--- src/rtl/if_pkg.sv ---
// Shared types and constants for the instruction fetch stage.
package if_pkg;
  typedef enum logic [1:0] {IDLE, FETCH, HOLD, DISCARD} fetch_state_e;
  localparam logic [31:0] NOP_INSTR = 32'h0000_0000;
  localparam int          PC_INCR   = 4;
endpackage

--- src/rtl/if_fetch_unit_skid.sv ---
// One-entry skid buffer holding {instr, pc_plus4} for a fetch acked while the
// decode stage is stalled.
module fetch_skid_buf #(
  parameter int WIDTH = 32
) (
  input  logic             clk_i,
  input  logic             reset_i,
  input  logic             load,
  input  logic             drain,
  input  logic             flush,
  input  logic [WIDTH-1:0] instr_d,
  input  logic [WIDTH-1:0] pc4_d,
  output logic [WIDTH-1:0] instr_q,
  output logic [WIDTH-1:0] pc4_q,
  output logic             full
);
  always_ff @(posedge clk_i or posedge reset_i) begin
    if (reset_i) begin
      full    <= 1'b0;
      instr_q <= '0;
      pc4_q   <= '0;
    end else if (flush || drain) begin
      full <= 1'b0;
    end else if (load) begin
      full    <= 1'b1;
      instr_q <= instr_d;
      pc4_q   <= pc4_d;
    end
  end
endmodule

--- src/rtl/if_fetch_unit.sv ---
// Instruction fetch stage: PC, imem req/ack handshake, stall skid, redirect.
// Optional perf counters enabled by defining IF_FETCH_PERF_CNT_EN.
module if_fetch_unit
  import if_pkg::*;
#(
  parameter int               WIDTH    = 32,
  parameter logic [WIDTH-1:0] RESET_PC = '0
) (
  input  logic             clk_i,
  input  logic             reset_i,
  input  logic             stall_i,
  input  logic             redirect_i,
  input  logic [WIDTH-1:0] redirect_pc_i,
  output logic             imem_req_o,
  output logic [WIDTH-1:0] imem_addr_o,
  input  logic             imem_ack_i,
  input  logic [WIDTH-1:0] imem_rdata_i,
  output logic [WIDTH-1:0] instr_if32,
  output logic [WIDTH-1:0] pc_plus4_if32,
  output logic             instr_valid_if
`ifdef IF_FETCH_PERF_CNT_EN
  ,
  output logic [31:0]      perf_fetched_o,
  output logic [31:0]      perf_bubble_o
`endif
);
  localparam logic [WIDTH-1:0] ALIGN_MASK = ~WIDTH'(3);

  fetch_state_e     state, nxt_state;
  logic [WIDTH-1:0] pc_q, nxt_pc, redir_q, nxt_redir, pc_inc, redir_pc;
  logic             out_ld, out_vld;
  logic [WIDTH-1:0] out_instr, out_pc4;
  logic             skid_ld, skid_dr, skid_fl, skid_full;
  logic [WIDTH-1:0] skid_instr, skid_pc4;

  assign imem_req_o  = (state == FETCH) || (state == DISCARD);
  assign imem_addr_o = pc_q;
  assign pc_inc      = pc_q + WIDTH'(PC_INCR);
  assign redir_pc    = redirect_pc_i & ALIGN_MASK;

  fetch_skid_buf #(.WIDTH(WIDTH)) u_skid (
    .clk_i   (clk_i),
    .reset_i (reset_i),
    .load    (skid_ld),
    .drain   (skid_dr),
    .flush   (skid_fl),
    .instr_d (imem_rdata_i),
    .pc4_d   (pc_inc),
    .instr_q (skid_instr),
    .pc4_q   (skid_pc4),
    .full    (skid_full)
  );

  always_comb begin
    nxt_state = state;
    nxt_pc    = pc_q;
    nxt_redir = redir_q;
    out_ld    = 1'b0;
    out_vld   = 1'b0;
    out_instr = WIDTH'(NOP_INSTR);
    out_pc4   = '0;
    skid_ld   = 1'b0;
    skid_dr   = 1'b0;
    skid_fl   = 1'b0;
    case (state)
      IDLE: nxt_state = FETCH;
      FETCH: begin
        if (imem_ack_i) begin
          if (redirect_i) begin
            nxt_pc = redir_pc;
            out_ld = 1'b1;
          end else if (!stall_i) begin
            nxt_pc    = pc_inc;
            out_ld    = 1'b1;
            out_vld   = 1'b1;
            out_instr = imem_rdata_i;
            out_pc4   = pc_inc;
          end else begin
            nxt_pc    = pc_inc;
            skid_ld   = 1'b1;
            nxt_state = HOLD;
          end
        end else if (redirect_i) begin
          // Keep pc_q so the in-flight address stays stable until its ack.
          nxt_redir = redir_pc;
          out_ld    = 1'b1;
          nxt_state = DISCARD;
        end else if (!stall_i) begin
          out_ld = 1'b1;
        end
      end
      HOLD: begin
        if (redirect_i) begin
          skid_fl   = 1'b1;
          nxt_pc    = redir_pc;
          out_ld    = 1'b1;
          nxt_state = FETCH;
        end else if (!stall_i && skid_full) begin
          skid_dr   = 1'b1;
          out_ld    = 1'b1;
          out_vld   = 1'b1;
          out_instr = skid_instr;
          out_pc4   = skid_pc4;
          nxt_state = FETCH;
        end
      end
      DISCARD: begin
        if (imem_ack_i) begin
          nxt_pc    = redirect_i ? redir_pc : redir_q;
          nxt_state = FETCH;
        end else if (redirect_i) begin
          nxt_redir = redir_pc;
        end
      end
      default: nxt_state = IDLE;
    endcase
  end

  always_ff @(posedge clk_i or posedge reset_i) begin
    if (reset_i) begin
      state          <= IDLE;
      pc_q           <= RESET_PC & ALIGN_MASK;
      redir_q        <= '0;
      instr_if32     <= WIDTH'(NOP_INSTR);
      pc_plus4_if32  <= '0;
      instr_valid_if <= 1'b0;
    end else begin
      state   <= nxt_state;
      pc_q    <= nxt_pc;
      redir_q <= nxt_redir;
      if (out_ld) begin
        instr_if32     <= out_instr;
        pc_plus4_if32  <= out_pc4;
        instr_valid_if <= out_vld;
      end
    end
  end

`ifdef IF_FETCH_PERF_CNT_EN
  always_ff @(posedge clk_i or posedge reset_i) begin
    if (reset_i) begin
      perf_fetched_o <= '0;
      perf_bubble_o  <= '0;
    end else if (out_ld) begin
      if (out_vld) perf_fetched_o <= perf_fetched_o + 32'd1;
      else         perf_bubble_o  <= perf_bubble_o + 32'd1;
    end
  end
`endif
endmodule

--- config.mk ---
export PLATFORM = sky130hd
export DESIGN_NAME = if_fetch_unit
export DESIGN_NICKNAME = d
export VERILOG_FILES = /design/src/rtl/if_pkg.sv /design/src/rtl/if_fetch_unit_skid.sv /design/src/rtl/if_fetch_unit.sv
export SDC_FILE = /design/constraint.sdc
export NUM_CORES = 1
export LEC_CHECK = 0
export ABC_CLOCK_PERIOD_IN_PS = 15100
export BUFFER_PORTS_ARGS = -buffer_cell sky130_fd_sc_hd__buf_2
export CORE_MARGIN = 3
export CORE_UTILIZATION = 45
export DETAILED_ROUTE_END_ITERATION = 10
export PLACE_DENSITY = 0.68
export RECOVER_POWER = 50
export SKIP_LAST_GASP = 1
export SLEW_MARGIN = 20
export SYNTH_ARGS = -nofsm -noshare
export SYNTH_HDL_FRONTEND = slang
export SYNTH_SLANG_ARGS = --single-unit
--- constraint.sdc ---
create_clock -name clk_i -period 15.1 [get_ports clk_i]
set_input_delay 1.51 -clock clk_i [delete_from_list [all_inputs] [get_ports clk_i]]
set_output_delay 1.51 -clock clk_i [all_outputs]
set_load 0.01 [all_outputs]
==> impl_results.md <==
* Worst Max-Slew Pin Slew at 6010 ps
* YS warnings at 0
* Peak VDD IR at 148 uV
* Fin crit period at 5620 ps
* Global-route total usage across every layer at 0.209
* Comb pwr share at 0.379
* Crit path buffers/inverters at 2
* Vias per cell at 5.65
* Most frequent cells in the layout: dfrtp_1 (196), nor2_1 (122), clkbuf_1 (96)
* Flop pwr share at 0.410
* Die Wd at 149 um
* P&R area growth vs syn at 16.0%
* Die area at 22200 sq um
* Clock buffer depth at 2
* Fmax at 0.178 GHz
* Post-Layout Cell Count at 1296
* Count of pins over their slew limit at 220
* Primary FF master, synth: dfrtp_1
* Cell Chain, Critical Path: buf_2 -> clkinvlp_2
* Hold Path End: instr_valid_if$_DFFE_PP0P_
* CTS tree: yes
* Worst Path Arrival at 5060 ps
* Postcts setup bufs at 0
* Clock share of power at 0.211
* Setup violators final at 0
* Dpl cells at 1264
* Number of synthesized register bits at 196
* Vias at 7323
* Reg2Reg Depth at 6
* Core area at 19800 sq um
* Status: finished, violations left
* Int Pwr at 1390 uW
* H-tree levels at 4
* WL per Instance at 18.1 um
* Clk Latency, worst-skew pair at 430 ps
* Crit-path max FO at 138
* Failing checks: max-capacitance violations, max-slew violations
* Delay-heaviest family, CP: buffers and inverters
* Final Routed Wirelength at 23400 um
* Worst R2R End: u_skid.instr_q[0]$_DFFE_PP0P_
* Fin area at 10700 sq um
* Final Cycle Share at 0.372
* Worst slew margin at -3.03
* # diodes at 0
* P_sw at 906 uW
* Post-synth cell types at 52
* Die Height at 149 um
* Synth Net Count at 973
* Setup_tns at 0 ps
* Vias in the first global route at 6742
* Required time of the worst setup path at 14540 ps
* RSZ-0062 raised after global routing: false
* Layout net count at 1092
* Port Buffers at 164
* Initial core utilization at 0.465
* Crit path capture type: async pin
* Worst r2r src: state[1]$_DFFE_PP0P_
* Layout cells sized above 1 at 0.188
* Max-cap violations at 3
* DRC violation count after routing at 0
* Hold path depth at 2
* Sw Ratio at 0.395
* Post-Synthesis Cells at 899
* First-pass GRT wire length at 37000 um
* Final Hold Viols at 0
* Register area share after synthesis at 0.533
* Share of flip-flops with an asynchronous set or reset at 1.00
* Hold-fix buffers, CTS at 0
* DR pass1 iterations at 7
* Post-synth EDFFs at 0
* Placed standard-cell area at 10200 sq um
* Crit-path max cell delay at 3310 ps
* Cts bufs inserted at 17
* CTS sink count at 196
* Hold Path Class: reg2reg
* CP Launch Type: input pin
* Pin count of the biggest net entering global routing at 139
* Slowest CP cell: clkinvlp_2
* Power Dens Cells at 215 nW/um^2
* Dpl hpwl at 15100 um
* Most common cell after layout, fill and taps aside: dfrtp_1
* P_leak at 0.00458 uW
* Post-route ant nets at 0
* # rows at 51
* Setup CP Type: in2async
* Root buf cell: clkbuf_16
* Antenna violations before repair at 0
* GRT overflow at 0
* Routability cong. at 0.890
* Mapped Area at 9200 sq um
* Min-delay src: instr_valid_if$_DFFE_PP0P_
* Drt initial violations at 474
* CTS resizes at 0
* IO Count at 167
* Reg2reg setup slack at 11340 ps
* Clock slew at reported path FFs at 70 ps
* Post-route clock skew at 11.7 ps
* Syn Area/Cell at 10.2 sq um
==> how the worst max path moves through the flow <==
stage,end,start,depth (start not counted)
after detailed placement,u_skid.pc4_q[8]$_DFFE_PP0P_,redirect_i,5
after CTS,u_skid.instr_q[29]$_DFFE_PP0P_,redirect_i,5
after global routing,u_skid.pc4_q[0]$_DFFE_PP0P_,reset_i,2
after floorplan,imem_addr_o[0]$_DFFE_PP0P_,reset_i,1
after global placement,u_skid.pc4_q[3]$_DFFE_PP0P_,redirect_i,5
final,u_skid.pc4_q[14]$_DFFE_PP0P_,reset_i,2
==> synthesized netlist by cell type, types with 11 or more instances <==
cell	number	area share
dfrtp_1	196	0.53
nor2_1	122	0.050
mux2_2	72	0.088
clkbuf_1	62	0.025
o21ai_0	62	0.034
nand2_1	61	0.025
a21oi_1	46	0.025
a221oi_1	43	0.041
nand3_1	23	0.013
xnor2_1	22	0.021
inv_1	19	0.0078
o22ai_1	15	0.010
nor3_1	13	0.0071
and3_1	12	0.0082
nand4_1	11	0.0075
==> final cells by class <==
type                            count  area [sq um]
Clock buffer                       18           439
Inverter                           19          72.6
Clock inverter                     14           188
Sequential cell                   196          4900
Fill cell                        1814          9120
Multi-Input combinational cell    611          3960
Timing Repair Buffer              173           766
Tap cell                          265           332
==> sequential cells by signal, indices dropped and copies added, names as in the netlist <==
| signal | count |
|---|---|
| pc_plus4_if32 | 32 |
| state | 2 |
| u_skid.full | 1 |
| instr_valid_if | 1 |
| u_skid.pc4_q | 32 |
| instr_if32 | 32 |
| imem_addr_o | 32 |
| u_skid.instr_q | 32 |
| redir_q | 32 |
==> kinds of logic after synthesis <==
logic type | count (synthesis) | share of synthesized area
AO/OA/AOI/OAI | 219 | 0.159
XOR/XNOR | 26 | 0.0248
adder cells (fa/ha/maj) | 5 | 0.00680
buffers and inverters | 92 | 0.0385
flip-flops | 196 | 0.533
multiplexers | 79 | 0.0958
AND/OR/NAND/NOR | 282 | 0.142
==> per-stage QoR <==
stage	worst slack [ps]	power, uW	hold slack [ps]	util
after floorplan	8250	1540	442	-
after global placement	11240	1820	449	0.514
after detailed placement	11230	1850	452	0.514
after CTS	11690	2340	468	0.546
after global routing	8500	2470	488	0.539
final	9480	2300	466	0.539
==> metal layers <==
| metal | share of wire | GRT usage |
|---|---|---|
| met1 | 0.48 | 0.319 |
| met2 | 0.46 | 0.311 |
| met3 | 0.062 | 0.0450 |
| met4 | 0.0059 | 0.0403 |
| met5 | 0 | 0 |
==> power by group through the flow <==
| stage | clock network [uW] | registers [uW] | logic (uW) |
|---|---|---|---|
| detailed placement | 0 | 944 | 904 |
| floorplan | 0 | 954 | 586 |
| global placement | 0 | 931 | 884 |
| global route | 517 | 971 | 979 |
| CTS | 496 | 934 | 908 |
| finish | 485 | 941 | 870 |
No activity file was read; power rests on OpenSTA's default activity.
